--- config.mk ---
export PLATFORM = sky130hd
export DESIGN_NAME = sprite_blitter
export DESIGN_NICKNAME = d
export VERILOG_FILES = /design/src/rtl/sprite_blitter_pkg.sv /design/src/rtl/sprite_blitter_row_shifter.sv /design/src/rtl/sprite_blitter.sv
export VERILOG_INCLUDE_DIRS = /design/src /design/src/rtl
export SDC_FILE = /design/constraint.sdc
export NUM_CORES = 1
export LEC_CHECK = 0
export CAP_MARGIN = 20
export CORE_UTILIZATION = 40
export CTS_CLUSTER_SIZE = 25
export DETAILED_ROUTE_END_ITERATION = 10
export HOLD_SLACK_MARGIN = 0.08
export SETUP_SLACK_MARGIN = 0.15
export SYNTH_ARGS = -nofsm -noshare
export SYNTH_HDL_FRONTEND = slang
export SYNTH_SLANG_ARGS = --single-unit
--- constraint.sdc ---
create_clock -name clk -period 7.83 [get_ports clk]
set_clock_uncertainty 0.15 [all_clocks]
set_input_delay 1.566 -clock clk [delete_from_list [all_inputs] [get_ports clk]]
set_output_delay 1.566 -clock clk [all_outputs]
set_load 0.01 [all_outputs]
--- src/rtl/blitter.vh ---
// Op codes and framebuffer geometry shared between the CPU and the blitter.
// Pure macro header: no logic, so it costs nothing and needs no clock.
// Include guard allows multiple files of a build to pull it in.
`ifndef BLITTER_VH
`define BLITTER_VH

`define BLIT_OP_NOP        3'd0
`define BLIT_OP_CLEAR      3'd1
`define BLIT_OP_SPRITE     3'd2
`define BLIT_OP_SPRITE_16  3'd3

`define FB_COLS   16
`define FB_ROWS   64
`define FB_BYTES  1024

`endif

--- src/rtl/sprite_blitter_pkg.sv ---
// Shared types and constants for the sprite blitter.
// Latency: none (types and constants only).
// Backpressure: none.
`include "blitter.vh"

package sprite_blitter_pkg;

    localparam logic [2:0] OP_CLEAR     = `BLIT_OP_CLEAR;
    localparam logic [2:0] OP_SPRITE    = `BLIT_OP_SPRITE;
    localparam logic [2:0] OP_SPRITE_16 = `BLIT_OP_SPRITE_16;

    // Geometry sized to the arithmetic widths used by the datapath.
    localparam logic [4:0] FB_COLS = 5'(`FB_COLS);
    localparam logic [6:0] FB_ROWS = 7'(`FB_ROWS);
    localparam logic [9:0] FB_LAST = 10'(`FB_BYTES - 1);

    typedef enum logic [3:0] {
        ST_IDLE,
        ST_CLR,
        ST_SPR_ISSUE,
        ST_SPR_WAIT,
        ST_SPR_CAP,
        ST_FB_ISSUE,
        ST_FB_WAIT,
        ST_FB_WR,
        ST_DONE
    } state_t;

    // One captured blit request; field order matches the port concatenation.
    typedef struct packed {
        logic [2:0]  op;
        logic [11:0] src;
        logic [3:0]  height;
        logic [6:0]  x;
        logic [5:0]  y;
    } req_t;

    // Framebuffer byte address: row-major, 16 bytes per pixel row.
    function automatic logic [9:0] fb_byte_addr(input logic [5:0] row, input logic [3:0] col);
        return {row, col};
    endfunction

endpackage

--- src/rtl/sprite_blitter_row_shifter.sv ---
// Aligns a 16-bit sprite row to a pixel X offset, spreading it over 3 bytes.
// Latency: combinational.
// Backpressure: none.
module blit_row_shifter (
    input  logic [15:0] row,
    input  logic [2:0]  shift,
    output logic [7:0]  tgt0,
    output logic [7:0]  tgt1,
    output logic [7:0]  tgt2
);

    logic [23:0] spread;

    // MSB is the leftmost pixel, so moving right on screen is a right shift.
    always_comb begin
        spread = {row, 8'h00} >> shift;
        tgt0   = spread[23:16];
        tgt1   = spread[15:8];
        tgt2   = spread[7:0];
    end

endmodule

--- src/rtl/sprite_blitter.sv ---
// CPU blit responder: CLEAR / SPRITE / SPRITE_16 XOR-blits into the 128x64 framebuffer.
// Latency fixed: 1025 cycles CLEAR, 2+9H SPRITE, 242 SPRITE_16 (clipped bytes keep their slots).
// No backpressure: one-deep pending slot, further requests while it is full are dropped.
// Optional feature macro BLIT_WRAP_EN: wrap off-screen bytes instead of clipping them.
module sprite_blitter
    import sprite_blitter_pkg::*;
#(
    parameter logic [7:0] CLEAR_FILL = 8'h00
) (
    input  logic        clk,
    input  logic        rst_n,
    input  logic [2:0]  blit_op,
    input  logic [11:0] blit_src,
    input  logic [3:0]  blit_srcHeight,
    input  logic [6:0]  blit_destX,
    input  logic [5:0]  blit_destY,
    input  logic        blit_enable,
    output logic        blit_done,
    output logic        blit_collision,
    output logic        spr_en,
    output logic [11:0] spr_addr,
    input  logic [7:0]  spr_data,
    output logic        fb_en,
    output logic        fb_wr,
    output logic [9:0]  fb_addr,
    output logic [7:0]  fb_din,
    input  logic [7:0]  fb_dout
);

    state_t      state;
    req_t        cur;
    req_t        pend;
    logic        pend_vld;
    logic        enable_q;
    logic [3:0]  row;
    logic        sb;
    logic [1:0]  tgt;
    logic [15:0] row_dat;

    req_t        in_req;
    req_t        start_req;
    logic        start_edge;
    logic        take_pend;
    logic        take_edge;
    logic        is16;
    logic [3:0]  last_row;
    logic [1:0]  last_tgt;
    logic [11:0] spr_a;
    logic [7:0]  sh0;
    logic [7:0]  sh1;
    logic [7:0]  sh2;
    logic [7:0]  new_dat;
    logic [4:0]  tcol;
    logic [6:0]  trow;
    logic        tvld;
    logic [9:0]  taddr;

    assign in_req = {blit_op, blit_src, blit_srcHeight, blit_destX, blit_destY};

    blit_row_shifter u_shift (
        .row   (row_dat),
        .shift (cur.x[2:0]),
        .tgt0  (sh0),
        .tgt1  (sh1),
        .tgt2  (sh2)
    );

    // Request arbitration, per-row geometry and target-byte addressing.
    always_comb begin
        start_edge = blit_enable & ~enable_q;
        // The pending request waits out the done-pulse cycle of the blit ahead.
        take_pend  = (state == ST_IDLE) && pend_vld && !blit_done;
        take_edge  = (state == ST_IDLE) && !pend_vld && start_edge;
        start_req  = take_pend ? pend : in_req;

        is16     = (cur.op == OP_SPRITE_16);
        last_row = is16 ? 4'd15 : (cur.height - 4'd1);
        last_tgt = is16 ? 2'd2 : 2'd1;
        spr_a    = is16 ? (cur.src + {7'd0, row, sb}) : (cur.src + {8'd0, row});

        case (tgt)
            2'd0:    new_dat = sh0;
            2'd1:    new_dat = sh1;
            default: new_dat = sh2;
        endcase

        tcol = {1'b0, cur.x[6:3]} + {3'd0, tgt};
        trow = {1'b0, cur.y} + {3'd0, row};
`ifdef BLIT_WRAP_EN
        tvld = 1'b1;
`else
        tvld = (tcol < FB_COLS) && (trow < FB_ROWS);
`endif
        taddr = fb_byte_addr(trow[5:0], tcol[3:0]);
    end

    // Rising-edge detection and the one-deep pending request slot.
    always_ff @(posedge clk or negedge rst_n) begin
        if (!rst_n) begin
            enable_q <= 1'b0;
            pend_vld <= 1'b0;
            pend     <= '0;
        end else begin
            enable_q <= blit_enable;
            if (take_pend) begin
                // Slot drains this cycle; a simultaneous new edge refills it.
                pend_vld <= start_edge;
                if (start_edge) begin
                    pend <= in_req;
                end
            end else if (start_edge && !take_edge && !pend_vld) begin
                pend_vld <= 1'b1;
                pend     <= in_req;
            end
        end
    end

    // Blit sequencer: RAM strobes, datapath captures and completion are all registered here.
    always_ff @(posedge clk or negedge rst_n) begin
        if (!rst_n) begin
            state          <= ST_IDLE;
            cur            <= '0;
            row            <= 4'd0;
            sb             <= 1'b0;
            tgt            <= 2'd0;
            row_dat        <= 16'h0000;
            blit_done      <= 1'b0;
            blit_collision <= 1'b0;
            spr_en         <= 1'b0;
            spr_addr       <= 12'h000;
            fb_en          <= 1'b0;
            fb_wr          <= 1'b0;
            fb_addr        <= 10'd0;
            fb_din         <= 8'h00;
        end else begin
            blit_done <= 1'b0;
            spr_en    <= 1'b0;
            fb_en     <= 1'b0;
            fb_wr     <= 1'b0;
            case (state)
                ST_IDLE: begin
                    if (take_pend || take_edge) begin
                        cur            <= start_req;
                        row            <= 4'd0;
                        sb             <= 1'b0;
                        tgt            <= 2'd0;
                        blit_collision <= 1'b0;
                        if (start_req.op == OP_CLEAR) begin
                            // First clear write goes out in cycle 1.
                            state   <= ST_CLR;
                            fb_en   <= 1'b1;
                            fb_wr   <= 1'b1;
                            fb_addr <= 10'd0;
                            fb_din  <= CLEAR_FILL;
                        end else if ((start_req.op == OP_SPRITE && start_req.height != 4'd0) ||
                                     start_req.op == OP_SPRITE_16) begin
                            state <= ST_SPR_ISSUE;
                        end else begin
                            // Zero-height sprites and unknown ops complete with nothing drawn.
                            state <= ST_DONE;
                        end
                    end
                end
                ST_CLR: begin
                    if (fb_addr == FB_LAST) begin
                        // Done pulse directly follows the last write cycle.
                        blit_done <= 1'b1;
                        state     <= ST_IDLE;
                    end else begin
                        fb_en   <= 1'b1;
                        fb_wr   <= 1'b1;
                        fb_addr <= fb_addr + 10'd1;
                    end
                end
                ST_SPR_ISSUE: begin
                    spr_en   <= 1'b1;
                    spr_addr <= spr_a;
                    state    <= ST_SPR_WAIT;
                end
                ST_SPR_WAIT: begin
                    state <= ST_SPR_CAP;
                end
                ST_SPR_CAP: begin
                    if (is16 && !sb) begin
                        row_dat[15:8] <= spr_data;
                        sb            <= 1'b1;
                        state         <= ST_SPR_ISSUE;
                    end else begin
                        if (is16) begin
                            row_dat[7:0] <= spr_data;
                        end else begin
                            row_dat <= {spr_data, 8'h00};
                        end
                        tgt   <= 2'd0;
                        state <= ST_FB_ISSUE;
                    end
                end
                ST_FB_ISSUE: begin
                    // Clipped bytes keep their slot with the enable held low.
                    fb_en   <= tvld;
                    fb_addr <= taddr;
                    state   <= ST_FB_WAIT;
                end
                ST_FB_WAIT: begin
                    state <= ST_FB_WR;
                end
                ST_FB_WR: begin
                    fb_en  <= tvld;
                    fb_wr  <= tvld;
                    fb_din <= fb_dout ^ new_dat;
                    if (tvld && ((fb_dout & new_dat) != 8'h00)) begin
                        blit_collision <= 1'b1;
                    end
                    if (tgt != last_tgt) begin
                        tgt   <= tgt + 2'd1;
                        state <= ST_FB_ISSUE;
                    end else if (row != last_row) begin
                        row   <= row + 4'd1;
                        sb    <= 1'b0;
                        state <= ST_SPR_ISSUE;
                    end else begin
                        state <= ST_DONE;
                    end
                end
                ST_DONE: begin
                    blit_done <= 1'b1;
                    state     <= ST_IDLE;
                end
                default: begin
                    state <= ST_IDLE;
                end
            endcase
        end
    end

endmodule
==> impl_metrics.py <==
metrics = {
    "timing": {
        "final.min_clock_period_ps": 3685,
        "relSlewSlack": 0.3738,
        "finalSetupTns_ps": 0,
        "hold_slack_ps": 331.7,
        "tightest_slew_ps": 939.3,
        "hold_viol": 0,
        "drv_slew": 0,
        "max_clock_freq_ghz": 0.2713,
        "setup_violations": 0,
        "min_period_over_period": 0.4707,
        "rsz0062_at_grt": "no",
    },
    "clock_network": {
        "numCtsBuffers": 17,
        "root_buffer": "clkbuf_16",
        "clk_latency_ps": 410,
        "clk_pin_slew_ps": 60,
        "cts_buffer_depth": 2,
        "cts.sinks": 128,
        "cts_tree": "yes",
        "cts.repair.resized": 0,
        "ctsHoldBuffers": 0,
        "h-tree-depth": 4,
        "post_cts_buffers": 0,
    },
    "global_route": {
        "antenna_found_initial": 0,
        "met1_usage": 0.2694,
        "gr-total-overflow": 0,
        "grt_pass1_wl_um": 29570,
        "use_met2": 0.3423,
        "grt_pass1_vias": 5639,
        "gr-max-usage-layer": "met2",
        "grt_start_max_net_pins": 74,
        "met3_usage": 0.04010,
        "track_usage": 0.2049,
    },
    "synth": {
        "synth_cells": 739,
        "synth_area_leaders": "dfrtp_1 (44%), mux2_4 (5.9%), nand2_1 (5.9%)",
        "synth_edf_count": 0,
        "synth_top_area_frac": 0.4351,
        "synth_fp_nets": 817,
        "synthFlopType": "dfrtp_1",
        "synth_cell_type_count": 66,
        "seq_area_frac_synth": 0.4351,
        "yosysTopAreaCell": "dfrtp_1",
        "synth_seq_cells": 128,
        "netlist_area_um2": 7362,
        "syn_area_per_cell_um2": 9.962,
        "async_reset_ff_frac": 1.000,
        "synth_warnings": 0,
    },
    "pwr": {
        "cell_internal_pwr_mw": 2.150,
        "switching_share": 0.3653,
        "p_leak_nw": 4.082,
        "power-per-cell-area_nw_per_um2": 376.2,
        "seq_power_share": 0.347,
        "pwr-share-comb": 0.386,
        "pwr-share-clk": 0.268,
        "power_switching_mw": 1.238,
        "peakVddDrop_uv": 164.1,
    },
    "critical_path": {
        "crit_path_end_kind": "flip-flop",
        "crit_fanout": 12,
        "crit_path_start_kind": "input port",
        "crit_type": "in -> reg",
        "critPathRequiredTime_ps": 7950,
        "cp_data_arrival_time_ps": 3810,
    },
    "floorplanning": {
        "placeableCoreArea_um2": 18020,
        "pin_count": 86,
        "die_area_um2": 18950,
        "num_rows": 49,
        "die_y_um": 137.7,
        "die_w_um": 137.7,
        "initial_core_util": 0.4084,
    },
    "drt": {
        "drc_errors": 0,
        "viasPerCell": 5.448,
        "vias": 5710,
        "drtIter0Drc": 286,
        "wl_um": 18270,
        "ant_nets": 0,
        "wl_per_cell_um": 17.43,
        "firstDrtPassIters": 5,
    },
    "finish": {
        "final_util": 0.4996,
        "design_area_um2": 9005,
        "layout.cells.most_common": "dfrtp_1",
        "diodes": 0,
        "most-common-layout-cells": "dfrtp_1 (128), nand2_1 (116), clkdlybuf4s50_1 (84)",
        "final_nets": 885,
        "drive_gt1_frac": 0.1245,
        "area_growth_pct": 22.31,
    },
    "placed_design": {
        "dpl_cell_area_um2": 8330,
        "place_hpwl_um": 13290,
        "gp_congestion": 0.8877,
        "io_buffers": 85,
    },
    "run": {
        "max_cap_violations": 0,
    },
    "outcome": {
        "status": "finished clean",
    },
    "min_path": {
        "worst_hold_path_type": "reg -> reg",
    },
}
-- synth_stat cells (4+ instances only) --
cell,count
dfrtp_1,128
nand2_1,116
o21ai_0,58
nor2_1,54
mux2i_1,38
mux2_4,29
clkbuf_1,24
ha_1,24
a31oi_1,21
inv_1,19
a22o_1,17
mux2_2,17
nand3_1,17
a21oi_1,16
o211ai_1,13
xor2_1,12
nand2b_1,10
nor2b_1,10
buf_2,9
xnor2_1,8
and3_1,7
a21o_1,6
buf_6,6
or3_1,6
o21ai_2,5
nor3b_1,4
-- cell families after synthesis --
family / count (synthesis) / share of synthesized area
AND/OR/NAND/NOR: 250 / 0.1599
multiplexers: 86 / 0.1429
AO/OA/AOI/OAI: 168 / 0.1511
adder cells (fa/ha/maj): 27 / 0.04895
XOR/XNOR: 20 / 0.02379
buffers and inverters: 60 / 0.03824
flip-flops: 128 / 0.4351
-- critical path: stages --
cell             delay (ps)
clkdlybuf4s50_1         520
nor3b_1                 350
mux2i_1                 250
o21ai_0                 200
or4b_4                  590
o21ai_0                 190
o311ai_0                150
-- stage by stage --
stage               setup slack, ps  power (mW)  std cells
floorplan                      4633       2.089        739
global placement               3803       2.454       1017
detailed placement             3744       2.491       1017
CTS                            4197       3.411       1048
global route                   4066       3.621       1048
finish                         4145       3.388       1048
-- per-layer routing --
layer  vias up  share of wire  routed length [um]
met3        17          0.035                 632
met1      2804           0.47                8577
met2       120           0.49                8888
li1       2769              -                   -
met5         -              0                   0
met4         0         0.0092                 168
-- final timing paths --
check | from | to | slack (ps) | cells past startpoint
worst max-delay path | blit_op[0] | fb_addr[9]$_DFFE_PN0P_ | 4140 | 7
worst max register to register | cur[31]$_DFFE_PN0P_ | spr_addr[8]$_DFFE_PN0P_ | 4470 | 13
worst min-delay path | spr_addr[6]$_DFFE_PN0P_ | spr_addr[6]$_DFFE_PN0P_ | 330 | 2
max in group asynchronous | rst_n | cur[29]$_DFFE_PN0P_ | 5050 | 2
min in group asynchronous | rst_n | fb_din[7]$_DFFE_PN0P_ | 1050 | 1
worst min register to register | spr_addr[6]$_DFFE_PN0P_ | spr_addr[6]$_DFFE_PN0P_ | 330 | 2
-- power by group through the flow --
| stage | logic [mW] | clock network [mW] | registers [mW] |
|---|---|---|---|
| global route | 1.45 | 0.955 | 1.21 |
| floorplan | 1.02 | 0 | 1.07 |
| global placement | 1.29 | 0 | 1.17 |
| CTS | 1.32 | 0.921 | 1.17 |
| finish | 1.31 | 0.907 | 1.17 |
| detailed placement | 1.31 | 0 | 1.18 |
-- state kept, by name (all words and copies together) (netlist names), 2 cells and up --
register / flops
tgt: 2
state: 4
row_dat: 16
cur: 32
fb_addr: 10
fb_din: 8
row: 4
spr_addr: 12
pend: 32
-- cell type report --
class	count	area (um2)
Clock buffer	18	439.2
Clock inverter	13	235.2
Fill cell	1652	9020
Inverter	19	71.32
Multi-Input combinational cell	551	3884
Sequential cell	128	3203
Tap cell	229	286.5
Timing Repair Buffer	90	885.9
No activity file was read; power rests on OpenSTA's default activity.
